File: config.mk
export PLATFORM = sky130hd
export DESIGN_NAME = mem_arbiter
export DESIGN_NICKNAME = d
export VERILOG_FILES = /design/src/rtl/mem_arbiter_pkg.sv /design/src/rtl/arb_rr2.sv /design/src/rtl/mem_arbiter.sv
export SDC_FILE = /design/constraint.sdc
export NUM_CORES = 1
export LEC_CHECK = 0
export BUFFER_PORTS_ARGS = -buffer_cell sky130_fd_sc_hd__buf_2
export CAP_MARGIN = 10
export CORE_AREA = 2 2 292 294
export DETAILED_ROUTE_END_ITERATION = 8
export DIE_AREA = 0 0 294 296
export PLACE_DENSITY = 0.39
export RECOVER_POWER = 25
export SLEW_MARGIN = 10
export SYNTH_ARGS = -nofsm -noshare
export SYNTH_HDL_FRONTEND = slang
export SYNTH_SLANG_ARGS = --single-unit
File: constraint.sdc
create_clock -name clk -period 2.5 [get_ports clk]
set_clock_uncertainty 0.1 [all_clocks]
set_input_delay 0.25 -clock clk [delete_from_list [all_inputs] [get_ports clk]]
set_output_delay 0.25 -clock clk [all_outputs]
set_load 0.1 [all_outputs]
File: src/rtl/mem_arbiter_pkg.sv
// rtl/mem_arbiter_pkg.sv - shared types and defaults for the main-memory arbiter
package mem_arbiter_pkg;

  typedef enum logic [1:0] {
    ARB_IDLE   = 2'd0,
    ARB_ACCESS = 2'd1,
    ARB_RESP   = 2'd2
  } arb_state_t;

  localparam logic OWNER_I = 1'b0;
  localparam logic OWNER_D = 1'b1;

  localparam int DEF_LINE_SIZE   = 128;
  localparam int DEF_MEM_LATENCY = 5;

endpackage

File: src/rtl/arb_rr2.sv
// rtl/arb_rr2.sv - two-way round-robin picker, bit0 = I-cache, bit1 = D-cache
module arb_rr2
  import mem_arbiter_pkg::*;
(
  input  logic [1:0] req,
  input  logic       last_owner,
  output logic [1:0] grant
);

  // On a tie the requester that did not own the last transfer wins.
  assign grant[0] = req[0] & (~req[1] | (last_owner == OWNER_D));
  assign grant[1] = req[1] & (~req[0] | (last_owner == OWNER_I));

endmodule

File: src/rtl/mem_arbiter.sv
// rtl/mem_arbiter.sv - shares one fixed-latency memory port between I-cache and D-cache refills
module mem_arbiter
  import mem_arbiter_pkg::*;
#(
  parameter int ADDR_W      = 32,
  parameter int LINE_W      = DEF_LINE_SIZE,
  parameter int MEM_LATENCY = DEF_MEM_LATENCY
) (
  input  logic              clk,
  input  logic              rst,
  input  logic              ic_req,
  input  logic [ADDR_W-1:0] ic_addr,
  output logic [LINE_W-1:0] ic_rdata,
  output logic              ic_ack,
  input  logic              dc_req,
  input  logic              dc_we,
  input  logic [ADDR_W-1:0] dc_addr,
  input  logic [LINE_W-1:0] dc_wdata,
  output logic [LINE_W-1:0] dc_rdata,
  output logic              dc_ack,
  output logic              mem_en,
  output logic              mem_we,
  output logic [ADDR_W-1:0] mem_addr,
  output logic [LINE_W-1:0] mem_wdata,
  input  logic [LINE_W-1:0] mem_rdata,
  output logic              busy
);

  localparam int CNT_W = $clog2(MEM_LATENCY + 1);
  localparam logic [ADDR_W-1:0] ALIGN_MASK = ~ADDR_W'(LINE_W / 8 - 1);

  arb_state_t        r_state;
  logic              r_owner;
  logic              r_last_owner;
  logic [CNT_W-1:0]  r_cnt;
  logic [LINE_W-1:0] r_ic_rdata;
  logic [LINE_W-1:0] r_dc_rdata;
  logic              r_ic_ack;
  logic              r_dc_ack;
  logic              r_mem_en;
  logic              r_mem_we;
  logic [ADDR_W-1:0] r_mem_addr;
  logic [LINE_W-1:0] r_mem_wdata;

  logic [1:0]        w_grant;
  logic [ADDR_W-1:0] w_req_addr;

  arb_rr2 u_rr (
    .req        ({dc_req, ic_req}),
    .last_owner (r_last_owner),
    .grant      (w_grant)
  );

  assign w_req_addr = w_grant[1] ? dc_addr : ic_addr;

  always_ff @(posedge clk or negedge rst) begin
    if (!rst) begin
      r_state      <= ARB_IDLE;
      r_owner      <= OWNER_I;
      r_last_owner <= OWNER_I;
      r_cnt        <= '0;
      r_ic_rdata   <= '0;
      r_dc_rdata   <= '0;
      r_ic_ack     <= 1'b0;
      r_dc_ack     <= 1'b0;
      r_mem_en     <= 1'b0;
      r_mem_we     <= 1'b0;
      r_mem_addr   <= '0;
      r_mem_wdata  <= '0;
    end else begin
      r_ic_ack <= 1'b0;
      r_dc_ack <= 1'b0;
      r_mem_en <= 1'b0;
      case (r_state)
        ARB_IDLE: begin
          if (|w_grant) begin
            r_owner      <= w_grant[1];
            r_last_owner <= w_grant[1];
            r_mem_we     <= w_grant[1] & dc_we;
            r_mem_addr   <= w_req_addr & ALIGN_MASK;
            r_mem_wdata  <= (w_grant[1] & dc_we) ? dc_wdata : '0;
            r_mem_en     <= 1'b1;
            r_cnt        <= CNT_W'(MEM_LATENCY);
            r_state      <= ARB_ACCESS;
          end
        end
        ARB_ACCESS: begin
          // The counter starts counting on the cycle after the command strobe,
          // so it reaches 1 exactly when mem_rdata becomes valid.
          if (!r_mem_en) begin
            if (r_cnt == CNT_W'(1)) begin
              if (!r_mem_we) begin
                if (r_owner == OWNER_D) r_dc_rdata <= mem_rdata;
                else                    r_ic_rdata <= mem_rdata;
              end
              r_ic_ack <= (r_owner == OWNER_I);
              r_dc_ack <= (r_owner == OWNER_D);
              r_state  <= ARB_RESP;
            end else begin
              r_cnt <= r_cnt - CNT_W'(1);
            end
          end
        end
        ARB_RESP: begin
          r_mem_we <= 1'b0;
          r_state  <= ARB_IDLE;
        end
        default: r_state <= ARB_IDLE;
      endcase
    end
  end

  assign ic_rdata  = r_ic_rdata;
  assign dc_rdata  = r_dc_rdata;
  assign ic_ack    = r_ic_ack;
  assign dc_ack    = r_dc_ack;
  assign mem_en    = r_mem_en;
  assign mem_we    = r_mem_we;
  assign mem_addr  = r_mem_addr;
  assign mem_wdata = r_mem_wdata;
  assign busy      = (r_state != ARB_IDLE);

endmodule

==> load_flow_metrics.sql <==
INSERT INTO impl_metrics (metric_group, metric, value, unit) VALUES
('timing', 'post-route-worst-setup-slack', '0.180', 'ns'),
('clocking', 'tritoncts', 'yes', ''),
('timing', 'worst_pin_slew', '1.27', 'ns'),
('place', 'numPortBuffers', '733', ''),
('floorplan', 'die_area', '0.0870', 'mm2'),
('final_layout', 'relative_area_change_from_synthesis_to_final_layout', '62.9', '%'),
('floorplan', 'start_util', '0.187', ''),
('min_path', 'hold_start', 'dc_req', ''),
('clocking', 'root_buffer', 'sky130_fd_sc_hd__clkbuf_16', ''),
('synth', 'flops_latches_synth', '422', ''),
('critical_path', 'critical_path_required', '2.86', 'ns'),
('drt', 'drc', '0', ''),
('drt', 'routedWlPerCell', '17.4', 'um'),
('drt', 'drt_first_pass_iters', '4', ''),
('drt', 'detail_route.vias_per_cell', '3.95', ''),
('job', 'max-cap-violations', '0', ''),
('timing', 'fin_crit', '2.32', 'ns'),
('critical_path', 'timing.critical_path.from_type', 'register', ''),
('clocking', 'postCtsSetupRepairBufs', '0', ''),
('place', 'dp_wirelength', '40.0', 'mm'),
('final_layout', 'mostFrequentLayoutCell', 'sky130_fd_sc_hd__buf_2', ''),
('global_route', 'antenna_violations_before_repair', '3', ''),
('drt', 'drtIter0Drc', '387', ''),
('floorplan', 'die_w', '294', 'um'),
('drt', 'final_ant_viol_nets', '0', ''),
('final_layout', 'drive_gt1_frac', '0.521', ''),
('synth', 'synth.distinct_cells', '32', ''),
('clocking', 'insertion_delay_of_the_later_clocked_pin_in_the_worst_skew_pair', '0.57', 'ns'),
('clocking', 'clk_pin_slew', '0.06', 'ns'),
('critical_path', 'logic_depth_of_the_worst_register_to_register_path', '4', ''),
('global_route', 'grt_remaining_overflow', '0', ''),
('critical_path', 'crit_path_max_incr_delay', '0.60', 'ns'),
('min_path', 'type_of_the_worst_min_delay_path', 'in -> reg', ''),
('timing', 'slew_violations', '0', ''),
('clocking', 'tritoncts.num_buffers', '50', ''),
('min_path', 'hold_depth', '4', ''),
('synth', 'post_syn_instances', '1033', ''),
('critical_path', 'worst-endpoint-arrival', '2.68', 'ns'),
('global_route', 'first_pass_grt_wire_length', '82.9', 'mm'),
('critical_path', 'critical_path.cell_chain', 'or3b_4, or4_4, buf_12, mux2_2', ''),
('timing', 'hold_viol_final', '0', ''),
('critical_path', 'r2r_end', 'ic_rdata[106]', ''),
('floorplan', 'core', '0.0842', 'mm2'),
('floorplan', 'placement_rows', '107', ''),
('synth', 'synth.cell_area', '0.0157', 'mm2'),
('clocking', 'cts_sinks', '422', ''),
('timing', 'fmaxAchievable', '431', 'MHz'),
('timing', 'finalSetupViolCount', '0', ''),
('drt', 'finalWirelength', '56.2', 'mm'),
('final_layout', 'layout.filler_cells', '8601', ''),
('critical_path', 'reg2reg_from', 'r_state[1]', ''),
('global_route', 'grt_pass1_vias', '13700', ''),
('critical_path', 'critical_path.slowest_cell', 'sky130_fd_sc_hd__or4_4', ''),
('timing', 'max_slew_margin_vs_limit', '0.154', ''),
('timing', 'rsz0062_at_grt', 'false', ''),
('final_layout', 'final_cell_mix', 'sky130_fd_sc_hd__buf_2, sky130_fd_sc_hd__dfrtp_1, sky130_fd_sc_hd__dlygate4sd3_1, sky130_fd_sc_hd__mux2_2, sky130_fd_sc_hd__a22o_1', ''),
('drt', 'via_count', '12800', ''),
('timing', 'setup_total_negative_slack', '0', 'ns'),
('place', 'globalplace.congestion', '0.765', ''),
('synth', 'sequential_to_total_area_share_from_yosys_stat', '0.671', ''),
('global_route', 'globalRouteTotalUtil', '0.123', ''),
('floorplan', 'floorplan.io_pins', '746', ''),
('clocking', 'ctsHtreeMaxLevel', '2', ''),
('min_path', 'worst_case_hold_path_end_point', 'r_state[0]', ''),
('final_layout', 'finalNetCount', '2426', ''),
('global_route', 'grt_start_max_net_pins', '119', ''),
('synth', 'yosys_warnings', '0', ''),
('synth', 'synth.avg_cell_area', '15.2', 'um2'),
('critical_path', 'worstSetupPathType', 'reg -> reg', ''),
('place', 'dp_worst_setup_slack', '0.147', 'ns'),
('floorplan', 'fp.dieH', '296', 'um'),
('critical_path', 'timing.critical_path.to_type', 'register', ''),
('critical_path', 'cp_max_fo', '55', ''),
('clocking', 'clockBufferDepth', '3', ''),
('timing', 'ratio_of_final_minimum_period_to_clock_period', '0.928', ''),
('outcome', 'run_status', 'finished, final reports clean', ''),
('critical_path', 'worst-r2r-setup-slack', '0.18', 'ns');
==> cells in the mapped netlist <==
| library cell | number | area, um2 |
|---|---|---|
| sky130_fd_sc_hd__or2_2 | 1 | 6.26 |
| sky130_fd_sc_hd__nand3b_1 | 1 | 7.51 |
| sky130_fd_sc_hd__ha_1 | 2 | 25.0 |
| sky130_fd_sc_hd__buf_6 | 14 | 158 |
| sky130_fd_sc_hd__nand2b_1 | 1 | 6.26 |
| sky130_fd_sc_hd__or3b_4 | 1 | 11.3 |
| sky130_fd_sc_hd__nand4b_1 | 1 | 8.76 |
| sky130_fd_sc_hd__a32oi_1 | 1 | 8.76 |
| sky130_fd_sc_hd__dfrtp_1 | 422 | 10600 |
| sky130_fd_sc_hd__a21boi_1 | 1 | 7.51 |
| sky130_fd_sc_hd__and4_1 | 1 | 8.76 |
| sky130_fd_sc_hd__a21oi_1 | 32 | 160 |
| sky130_fd_sc_hd__o31ai_1 | 1 | 7.51 |
| sky130_fd_sc_hd__clkbuf_1 | 53 | 199 |
| sky130_fd_sc_hd__nor2b_1 | 1 | 6.26 |
| sky130_fd_sc_hd__a21boi_0 | 1 | 7.51 |
| sky130_fd_sc_hd__a22o_1 | 128 | 1120 |
| sky130_fd_sc_hd__buf_1 | 5 | 18.8 |
| sky130_fd_sc_hd__a21bo_2 | 1 | 10.0 |
| sky130_fd_sc_hd__a31o_2 | 1 | 8.76 |
| sky130_fd_sc_hd__mux2_2 | 256 | 2880 |
| sky130_fd_sc_hd__nand2_1 | 59 | 221 |
| sky130_fd_sc_hd__inv_1 | 5 | 18.8 |
| sky130_fd_sc_hd__buf_4 | 4 | 30.0 |
| sky130_fd_sc_hd__or4_4 | 1 | 11.3 |
| sky130_fd_sc_hd__nor3_1 | 3 | 15.0 |
| sky130_fd_sc_hd__nor2_1 | 3 | 11.3 |
| sky130_fd_sc_hd__nor3b_1 | 1 | 7.51 |
| sky130_fd_sc_hd__a31oi_1 | 29 | 181 |
| sky130_fd_sc_hd__a2bb2oi_1 | 1 | 8.76 |
| sky130_fd_sc_hd__conb_1 | 1 | 3.75 |
| sky130_fd_sc_hd__and3_1 | 1 | 6.26 |
==> per-stage QoR <==
| stage | cell area [um2] | utilization | hold slack (ns) | std cells |
|---|---|---|---|---|
| 6_report | 25600 | 0.305 | 0.148 | 3227 |
| 5_1_grt | 25600 | 0.305 | 0.156 | 3226 |
| 4_1_cts | 25700 | 0.305 | 0.0424 | 3226 |
| 3_5_place_dp | 20800 | 0.247 | 0.0892 | 2821 |
| 3_3_place_gp | 20800 | 0.247 | 0.0835 | 2821 |
| 2_1_floorplan | 15800 | - | -0.146 | 1036 |
==> per-layer routing <==
metal / track usage / wire length [um]
met1: 0.137 / 21400
met2: 0.222 / 28900
met3: 0.0390 / 4500
met4: 0.0356 / 1330
met5: 0 / 24
==> critical path: cells and delay by family, from the launching register on <==
family / cells / cell delay [ns]
mux: 1 / 0.31
buf+inv: 1 / 0.29
simple gates: 2 / 1.04
flops: 1 / 0.43
==> kinds of logic after synthesis <==
| kind of cell | Yosys count | share of synthesized area |
|---|---|---|
| buf+inv | 81 | 0.0269 |
| other cells | 1 | 0.000238 |
| simple gates | 75 | 0.0208 |
| fa+ha+maj | 2 | 0.00159 |
| flops | 422 | 0.671 |
| compound gates | 196 | 0.0966 |
| mux | 256 | 0.183 |
==> what timing repair did <==
action / in CTS / in global routing
hold buffers: 316 / 0
resized for setup: 0 / 0
endpoints found under the hold margin: 763 / 0
==> registers in the layout, indices dropped and copies added, names as in the netlist <==
| name | cells |
|---|---|
| ic_ack | 1 |
| ic_rdata | 128 |
| mem_we | 1 |
| r_last_owner | 1 |
| dc_ack | 1 |
| mem_wdata | 128 |
| mem_en | 1 |
| r_cnt | 3 |
| mem_addr | 28 |
| r_state | 2 |
| dc_rdata | 128 |
==> worst max-delay path by stage <==
stage | from | to
floorplan | mem_we | dc_rdata[107]
detailed placement | r_state[1] | ic_rdata[12]
global placement | r_state[1] | ic_rdata[106]
finish | r_state[1] | ic_rdata[106]
global route | r_last_owner | mem_addr[7]
CTS | r_state[1] | ic_rdata[12]
==> cell type report <==
| type | count | area [um2] | area share |
|---|---|---|---|
| repair buffers | 1087 | 7230 | 0.282 |
| well taps | 1090 | 1360 | 0.0532 |
| clock inverters | 14 | 176 | 0.00688 |
| clock buffers | 75 | 1510 | 0.0587 |
| flip-flops and latches | 422 | 10600 | 0.412 |
| inverters | 5 | 18.8 | 0.000732 |
| multi-input cells | 533 | 4790 | 0.187 |
| diodes | 1 | 2.50 | 0.0000976 |
Power is not shown: default switching activity piles up to over one toggle a cycle in this logic, so the estimate is an artifact.
